--- config.mk ---
export PLATFORM = sky130hd
export DESIGN_NAME = ram_pattern_loader
export DESIGN_NICKNAME = d
export VERILOG_FILES = /design/src/rtl/ram_pattern_loader.sv
export SDC_FILE = /design/constraint.sdc
export NUM_CORES = 1
export LEC_CHECK = 0
export BUFFER_PORTS_ARGS = -buffer_cell sky130_fd_sc_hd__clkbuf_2
export CAP_MARGIN = 20
export CORE_UTILIZATION = 47
export DETAILED_ROUTE_END_ITERATION = 8
export HOLD_SLACK_MARGIN = 0.15
export MAX_ROUTING_LAYER = met4
export PLACE_DENSITY = 0.75
export SLEW_MARGIN = 20
export SYNTH_ARGS = -nofsm -noshare
export SYNTH_HDL_FRONTEND = slang
export SYNTH_SLANG_ARGS = --single-unit
--- constraint.sdc ---
create_clock -name clk -period 2.9 [get_ports clk]
set_clock_uncertainty 0.15 [all_clocks]
set_input_delay 0.58 -clock clk [delete_from_list [all_inputs] [get_ports clk]]
set_output_delay 0.58 -clock clk [all_outputs]
set_load 0.01 [all_outputs]
--- src/rtl/ram_pattern_loader.sv ---
// Writes a selectable data pattern over an inclusive, wrapping RAM address range on a start edge.
// Define RAM_PATTERN_LOADER_VERIFY_EN to add a read-back pass that flags mismatches on o_err.
module ram_pattern_loader #(
  parameter int unsigned G_RAM_ADDR_WIDTH = 8,
  parameter int unsigned G_RAM_DATA_WIDTH = 8,
  parameter int unsigned G_SEL_WIDTH      = 8
) (
  input  logic                        clk,
  input  logic                        rst,
  input  logic [G_RAM_ADDR_WIDTH-1:0] i_ram_start_addr,
  input  logic [G_RAM_ADDR_WIDTH-1:0] i_ram_stop_addr,
  input  logic [G_SEL_WIDTH-1:0]      i_sel,
  input  logic                        i_start,
  output logic                        o_me,
  output logic                        o_we,
  output logic [G_RAM_ADDR_WIDTH-1:0] o_addr,
  output logic [G_RAM_DATA_WIDTH-1:0] o_wdata,
  input  logic [G_RAM_DATA_WIDTH-1:0] i_rdata,
`ifdef RAM_PATTERN_LOADER_VERIFY_EN
  output logic                        o_err,
`endif
  output logic                        o_done
);

  localparam int unsigned AW = G_RAM_ADDR_WIDTH;
  localparam int unsigned DW = G_RAM_DATA_WIDTH;
  localparam int unsigned SW = G_SEL_WIDTH;
  localparam logic [DW-1:0] ALT55 = DW'({DW{2'b01}});

  typedef enum logic [1:0] {S_IDLE, S_WRITE, S_VERIFY, S_DONE} state_t;

  state_t          state_q, state_d;
  logic            start_q;
  logic [AW-1:0]   start_addr_q, start_addr_d;
  logic [AW-1:0]   stop_addr_q, stop_addr_d;
  logic [SW-1:0]   sel_q, sel_d;
  logic [AW-1:0]   idx_q, idx_d;
  logic            me_q, me_d, we_q, we_d, done_q, done_d;
  logic [AW-1:0]   addr_q, addr_d;
  logic [DW-1:0]   wdata_q, wdata_d;

  logic            start_fire;
  logic            last_word;
  logic [AW-1:0]   cur_addr;
  logic [DW-1:0]   cur_pat;

  // Data word for write index k at address a.
  function automatic logic [DW-1:0] pattern(input logic [SW-1:0] sel,
                                            input logic [AW-1:0] k,
                                            input logic [AW-1:0] a);
    logic [DW-1:0] p;
    p = '0;
    case (sel)
      SW'(0):  p = DW'(k);
      SW'(1):  p = ~DW'(k);
      SW'(2):  p = '0;
      SW'(3):  p = '1;
      SW'(4):  p = k[0] ? ~ALT55 : ALT55;
      SW'(5):  p = DW'(1) << (32'(k) % DW);
      SW'(6):  p = DW'(a);
      default: p = '0;
    endcase
    return p;
  endfunction

  assign start_fire = i_start & ~start_q;
  assign last_word  = (idx_q == AW'(stop_addr_q - start_addr_q));
  assign cur_addr   = AW'(start_addr_q + idx_q);
  assign cur_pat    = pattern(sel_q, idx_q, cur_addr);

`ifdef RAM_PATTERN_LOADER_VERIFY_EN
  logic            rd_pend_q, rd_pend_d;
  logic [DW-1:0]   exp_q, exp_d;
  logic            err_q, err_d;
  assign o_err = err_q;
`else
  logic unused_rdata;
  assign unused_rdata = ^i_rdata;
`endif

  // Next-state and next-output logic.
  always_comb begin
    state_d      = state_q;
    start_addr_d = start_addr_q;
    stop_addr_d  = stop_addr_q;
    sel_d        = sel_q;
    idx_d        = idx_q;
    me_d         = 1'b0;
    we_d         = 1'b0;
    addr_d       = addr_q;
    wdata_d      = wdata_q;
    done_d       = 1'b0;
`ifdef RAM_PATTERN_LOADER_VERIFY_EN
    rd_pend_d    = 1'b0;
    exp_d        = exp_q;
    err_d        = err_q;
    if (rd_pend_q && (i_rdata != exp_q)) err_d = 1'b1;
`endif
    case (state_q)
      S_IDLE: begin
        if (start_fire) begin
          start_addr_d = i_ram_start_addr;
          stop_addr_d  = i_ram_stop_addr;
          sel_d        = i_sel;
          idx_d        = '0;
          state_d      = S_WRITE;
`ifdef RAM_PATTERN_LOADER_VERIFY_EN
          err_d        = 1'b0;
`endif
        end
      end
      S_WRITE: begin
        me_d    = 1'b1;
        we_d    = 1'b1;
        addr_d  = cur_addr;
        wdata_d = cur_pat;
        if (last_word) begin
          idx_d = '0;
`ifdef RAM_PATTERN_LOADER_VERIFY_EN
          state_d = S_VERIFY;
`else
          state_d = S_DONE;
`endif
        end else begin
          idx_d = AW'(idx_q + AW'(1));
        end
      end
      S_VERIFY: begin
`ifdef RAM_PATTERN_LOADER_VERIFY_EN
        me_d      = 1'b1;
        addr_d    = cur_addr;
        rd_pend_d = 1'b1;
        exp_d     = cur_pat;
        if (last_word) state_d = S_DONE;
        else           idx_d   = AW'(idx_q + AW'(1));
`else
        state_d = S_IDLE;
`endif
      end
      S_DONE: begin
`ifdef RAM_PATTERN_LOADER_VERIFY_EN
        // Hold off the done pulse until the final read word has been compared.
        if (!rd_pend_q) begin
          done_d  = 1'b1;
          state_d = S_IDLE;
        end
`else
        done_d  = 1'b1;
        state_d = S_IDLE;
`endif
      end
      default: state_d = S_IDLE;
    endcase
  end

  // State and output registers.
  always_ff @(posedge clk) begin
    if (rst) begin
      state_q      <= S_IDLE;
      start_q      <= 1'b0;
      start_addr_q <= '0;
      stop_addr_q  <= '0;
      sel_q        <= '0;
      idx_q        <= '0;
      me_q         <= 1'b0;
      we_q         <= 1'b0;
      addr_q       <= '0;
      wdata_q      <= '0;
      done_q       <= 1'b0;
`ifdef RAM_PATTERN_LOADER_VERIFY_EN
      rd_pend_q    <= 1'b0;
      exp_q        <= '0;
      err_q        <= 1'b0;
`endif
    end else begin
      state_q      <= state_d;
      start_q      <= i_start;
      start_addr_q <= start_addr_d;
      stop_addr_q  <= stop_addr_d;
      sel_q        <= sel_d;
      idx_q        <= idx_d;
      me_q         <= me_d;
      we_q         <= we_d;
      addr_q       <= addr_d;
      wdata_q      <= wdata_d;
      done_q       <= done_d;
`ifdef RAM_PATTERN_LOADER_VERIFY_EN
      rd_pend_q    <= rd_pend_d;
      exp_q        <= exp_d;
      err_q        <= err_d;
`endif
    end
  end

  assign o_me    = me_q;
  assign o_we    = we_q;
  assign o_addr  = addr_q;
  assign o_wdata = wdata_q;
  assign o_done  = done_q;

endmodule

==> out/results.ini, run 1 <==
[power]
vdd_drop_max_uv=305
p_per_area_mw_per_mm2=490
p_leak_nw=1.48
finalPower_mw=1.74

[timing]
finalHoldViolCount=0
slew_violations=0
period_needed_ns=2.58
setup_violations=0
clock.fmax_mhz=388
timing.hold.ws_ns=0.315
finalSetupTns_ns=0
worst_pin_slew_ns=0.817
maxSlewHeadroom=0.453
rsz0062_at_grt=false
fin_crit_sh=0.889

[job]
drv_cap=0

[yosys]
yosys_register_bits=53
ys.flop_type=dfxtp_1
yosys_warnings=0
synth.distinct_cells=55
synth_edf_count=0
async_flop_share=0
synth_area_mm2=0.00313
syn_area_per_cell_um2=8.00
synth_nets=449
yosysSeqAreaShare=0.339
netlist_instances=391

[setup_path]
worstPathRequired_ns=2.94
path_max_fanout=6
worstSetupPathType=register to register
cp-start-kind=register
critPathArrivalTime_ns=2.62
endpoint_kind=register

[run_status]
status=completed

[routing]
dr.first_iter.drc_count=185
antenna_left=0
firstDrtPassIters=4
wl_um=7550
wire_per_inst_um=14.9
vias=2853
viasPerCell=5.62
drc_errors=0

[layout]
drive_above_1_share=0.172
n_antenna_cell=0
final_common_cell=nand2_1
area_delta_synth_final_pct=13.4
final_util=0.555
num-nets-final=488
fill_cells=609
final_cell_mix=73 x nand2_1, 53 x dfxtp_1, 45 x a21oi_1, 45 x clkbuf_2, 21 x ha_1

[floorplan]
start_util=0.490
rows=29
die_h_um=83.6
dieWidth_um=83.6
coreArea_mm2=0.00639
ioPinCount=54
die_area_mm2=0.00699

[clock_network]
cts_sinks=53
cts_max_level=2
cts_made_buffers=5
post_cts_buffers=0
cts_tree=built
cts_root_buf=clkbuf_8
cts_resized=0
clk_pin_slew_ns=0.11
clk_latency_ns=0.31
clockBufferDepth=2
cts_hold_buf=0

[global_routing]
grt_pass1_wl_um=13100
overflow=0
grt_max_degree=23
grt_antenna_before_repair=0
grt_pass1_vias=2707
grt_usage=0.236

[worst_hold_path]
hold_class=register to register

[placed_design]
dpl.hpwl_um=5720
globalplace.congestion=0.892
port_buffers=45

## power by group
| part | internal [mW] | switching [mW] |
|---|---|---|
| clock | 0.265 | 0.269 |
| combinational | 0.162 | 0.249 |
| sequential | 0.760 | 0.0329 |
| total | 1.19 | 0.550 |
## state kept, by name, summed over array words and instances (netlist names)
signal	cells
o_wdata	8
o_addr	8
idx_q	8
o_we	1
sel_q	8
o_done	1
state_q	2
stop_addr_q	8
start_q	1
start_addr_q	8
## cells by family (layout without fill, tap and decap cells)
kind of cell | after synthesis | count (layout) | share of synthesized area
and+or+nand+nor | 141 | 141 | 0.212
AOI/OAI and AO/OA | 104 | 104 | 0.215
DFF | 53 | 53 | 0.339
buffers and inverters | 41 | 81 | 0.0532
xor gates and xnor gates | 28 | 28 | 0.0808
adders and majority gates | 23 | 23 | 0.0968
muxes | 1 | 1 | 0.00360
## layout make-up
cell class	instances	area, um^2	share of cell area
clock buffer	5	68.8	0.0194
clock inverter	3	50.0	0.0141
inverter	20	75.1	0.0212
multi-input combinational	297	1910	0.539
sequential	53	1060	0.299
tap	77	96.3	0.0272
timing repair buffer	53	285	0.0804
## Yosys cell counts, types with 5 or more instances
library cell,n,share of area
nand2_1,73,0.088
xnor2_1,14,0.039
ha_1,21,0.084
dfxtp_1,53,0.34
nor3_1,5,0.0080
xor2_1,13,0.036
a211oi_1,7,0.017
clkbuf_1,12,0.014
a21oi_1,45,0.072
a22o_1,5,0.014
nand3_1,15,0.024
nand2b_1,6,0.012
inv_1,19,0.023
o21ai_0,16,0.026
nor2_1,20,0.024
## through the flow
step	area, um^2	worst slack [ns]	instances
floorplan	3130	0.628	391
global placement	3430	0.422	500
detailed placement	3430	0.349	500
CTS	3550	0.325	508
global route	3550	0.179	508
finish	3550	0.321	508
## final timing paths
check,slack (ns),start,endpoint,depth (start not counted)
setup / recovery,0.32,stop_addr_q[0],idx_q[3],9
hold / removal,0.31,stop_addr_q[4],stop_addr_q[4],2
setup reg to reg,0.32,stop_addr_q[0],idx_q[3],9
hold reg to reg,0.31,stop_addr_q[4],stop_addr_q[4],2
## routing by layer
layer  GRT usage  wire (um)  share of wire  up-vias
li1            -          -              -     1435
met1       0.324       3580           0.47     1330
met2       0.350       3400           0.45       74
met3      0.0485        436          0.058       14
met4      0.0709        137          0.018        0
met5           -          0              0        -
## worst max-delay path: stages, from the launching register on
cell,delay (ns)
dfxtp_1,0.36
inv_1,0.07
ha_1,0.19
fa_1,0.40
nand2b_1,0.18
a21oi_1,0.17
xnor2_1,0.16
nand3_1,0.15
nor4_4,0.47
a211oi_1,0.16
Note: power is estimated with default switching activity, not from simulation.
==> inputs of run 2 (changes only) <==
Settings changed: CORE_ASPECT_RATIO set to 0.6, CORE_UTILIZATION 47 to 28, PLACE_DENSITY 0.75 to 0.52.
==> out/results.ini, run 2 (synthesis gave the netlist of run 1 again) <==
[run_status]
status=complete, but fails checks
violations=DRC

[layout]
n_antenna_cell=0
fill_cells=1128
fin_cells=574
final_area_mm2=0.00368
num-nets-final=493
drive_above_1_share=0.179
final_common_cell=nand2_1
final_cell_mix=73 x nand2_1, 53 x dfxtp_1, 45 x a21oi_1, 45 x clkbuf_2, 21 x ha_1
multi_input_area_mm2=0.00191
area_delta_synth_final_pct=17.8
final-seq-area_mm2=0.00106

[timing]
timing.hold.ws_ns=0.308
finalHoldViolCount=0
setup_violations=0
clock.fmax_mhz=390
fin_crit_sh=0.884
rsz0062_at_grt=false
slew_violations=0
maxSlewHeadroom=0.618
period_needed_ns=2.56
worst_pin_slew_ns=0.570
finalSetupTns_ns=0

[setup_path]
worstSetupPathType=register to register
r2r_cells=9
critPathArrivalTime_ns=2.65
worstPathRequired_ns=2.99
endpoint_kind=register
r2r_end=state_q[1]
cp-startpoint=stop_addr_q[0]
path_max_fanout=6
cp-endpoint=state_q[1]
cp-start-kind=register
r2r-start=stop_addr_q[0]
ff2ff_setup_slack_ns=0.34

[global_routing]
overflow=0
grt_antenna_before_repair=0
grt_pass1_wl_um=14400
grt_usage=0.165
grt_max_degree=22
grt_pass1_vias=2786

[routing]
dr.first_iter.drc_count=155
antenna_left=0
firstDrtPassIters=6
vias=2839
wl_um=8640
viasPerCell=4.95
wire_per_inst_um=15.1
drc_errors=2

[worst_hold_path]
hold_class=register to register

[placed_design]
dpl.hpwl_um=6780
post-place-cells=567
globalplace.congestion=0.891
port_buffers=45
place_area_mm2=0.00354

[floorplan]
die_area_mm2=0.0116
start_util=0.292
ioPinCount=54
rows=29
coreArea_mm2=0.0107
die_h_um=83.9
dieWidth_um=138

[clock_network]
clk_pin_slew_ns=0.07
cts_hold_buf=0
cts_made_buffers=5
post_cts_buffers=0
cts_root_buf=clkbuf_16
cts_sinks=53
clk_latency_ns=0.30
cts_tree=built
cts_max_level=2
clockBufferDepth=2
cts_resized=0

[power]
p_per_area_mw_per_mm2=495
vdd_drop_max_uv=230
finalPower_mw=1.82
p_leak_nw=1.51

[job]
drv_cap=0

run 2: cell types whose count changed in the layout (fill, tap and decap cells not counted):
cell,change
clkinvlp_4,+1
inv_8,-1
bufinv_16,-1
buf_4,+5
clkbuf_16,+5
clkbuf_8,-5
run 2: area by class of cell:
cell class                      instances  area share
Sequential cell                        53       0.288
Clock buffer                            5      0.0340
Multi-Input combinational cell        297       0.519
Tap cell                              139      0.0472
Clock inverter                          2     0.00441
Timing Repair Buffer                   58      0.0876
Inverter                               20      0.0204
run 2: through the flow:
stage	worst slack [ns]	util
after floorplan	0.628	-
after global placement	0.427	0.331
after detailed placement	0.408	0.331
final	0.338	0.344
after global routing	0.207	0.344
after CTS	0.349	0.344
run 2: power by group:
group	internal (mW)	switching [mW]	total, mW
registers	0.760	0.0353	0.795
logic	0.168	0.257	0.425
clock network	0.317	0.285	0.603
total	1.25	0.577	1.82
run 2: per-layer routing:
| layer | GRT usage | share of wire |
|---|---|---|
| met1 | 0.248 | 0.57 |
| met2 | 0.216 | 0.37 |
| met3 | 0.0333 | 0.045 |
| met4 | 0.0490 | 0.012 |
| met5 | - | 0 |
run 2: worst min path at each step:
stage                    from   endpoint  slack, ns  cells after the start
finish               sel_q[6]   sel_q[6]       0.31                      2
global route         sel_q[7]   sel_q[7]       0.33                      2
CTS                  sel_q[6]   sel_q[6]       0.31                      2
detailed placement  o_addr[5]  o_addr[5]       0.30                      2
global placement     sel_q[6]   sel_q[6]       0.30                      2
floorplan            sel_q[6]   sel_q[6]       0.29                      2
run 2: worst max-delay path: stages, from the launching register on:
cell      delay [ns]
dfxtp_1         0.33
inv_1           0.06
ha_1            0.19
fa_1            0.40
nand2b_1        0.18
a21oi_1         0.18
xnor2_1         0.17
nand3_1         0.15
nor4_4          0.45
and2_1          0.23
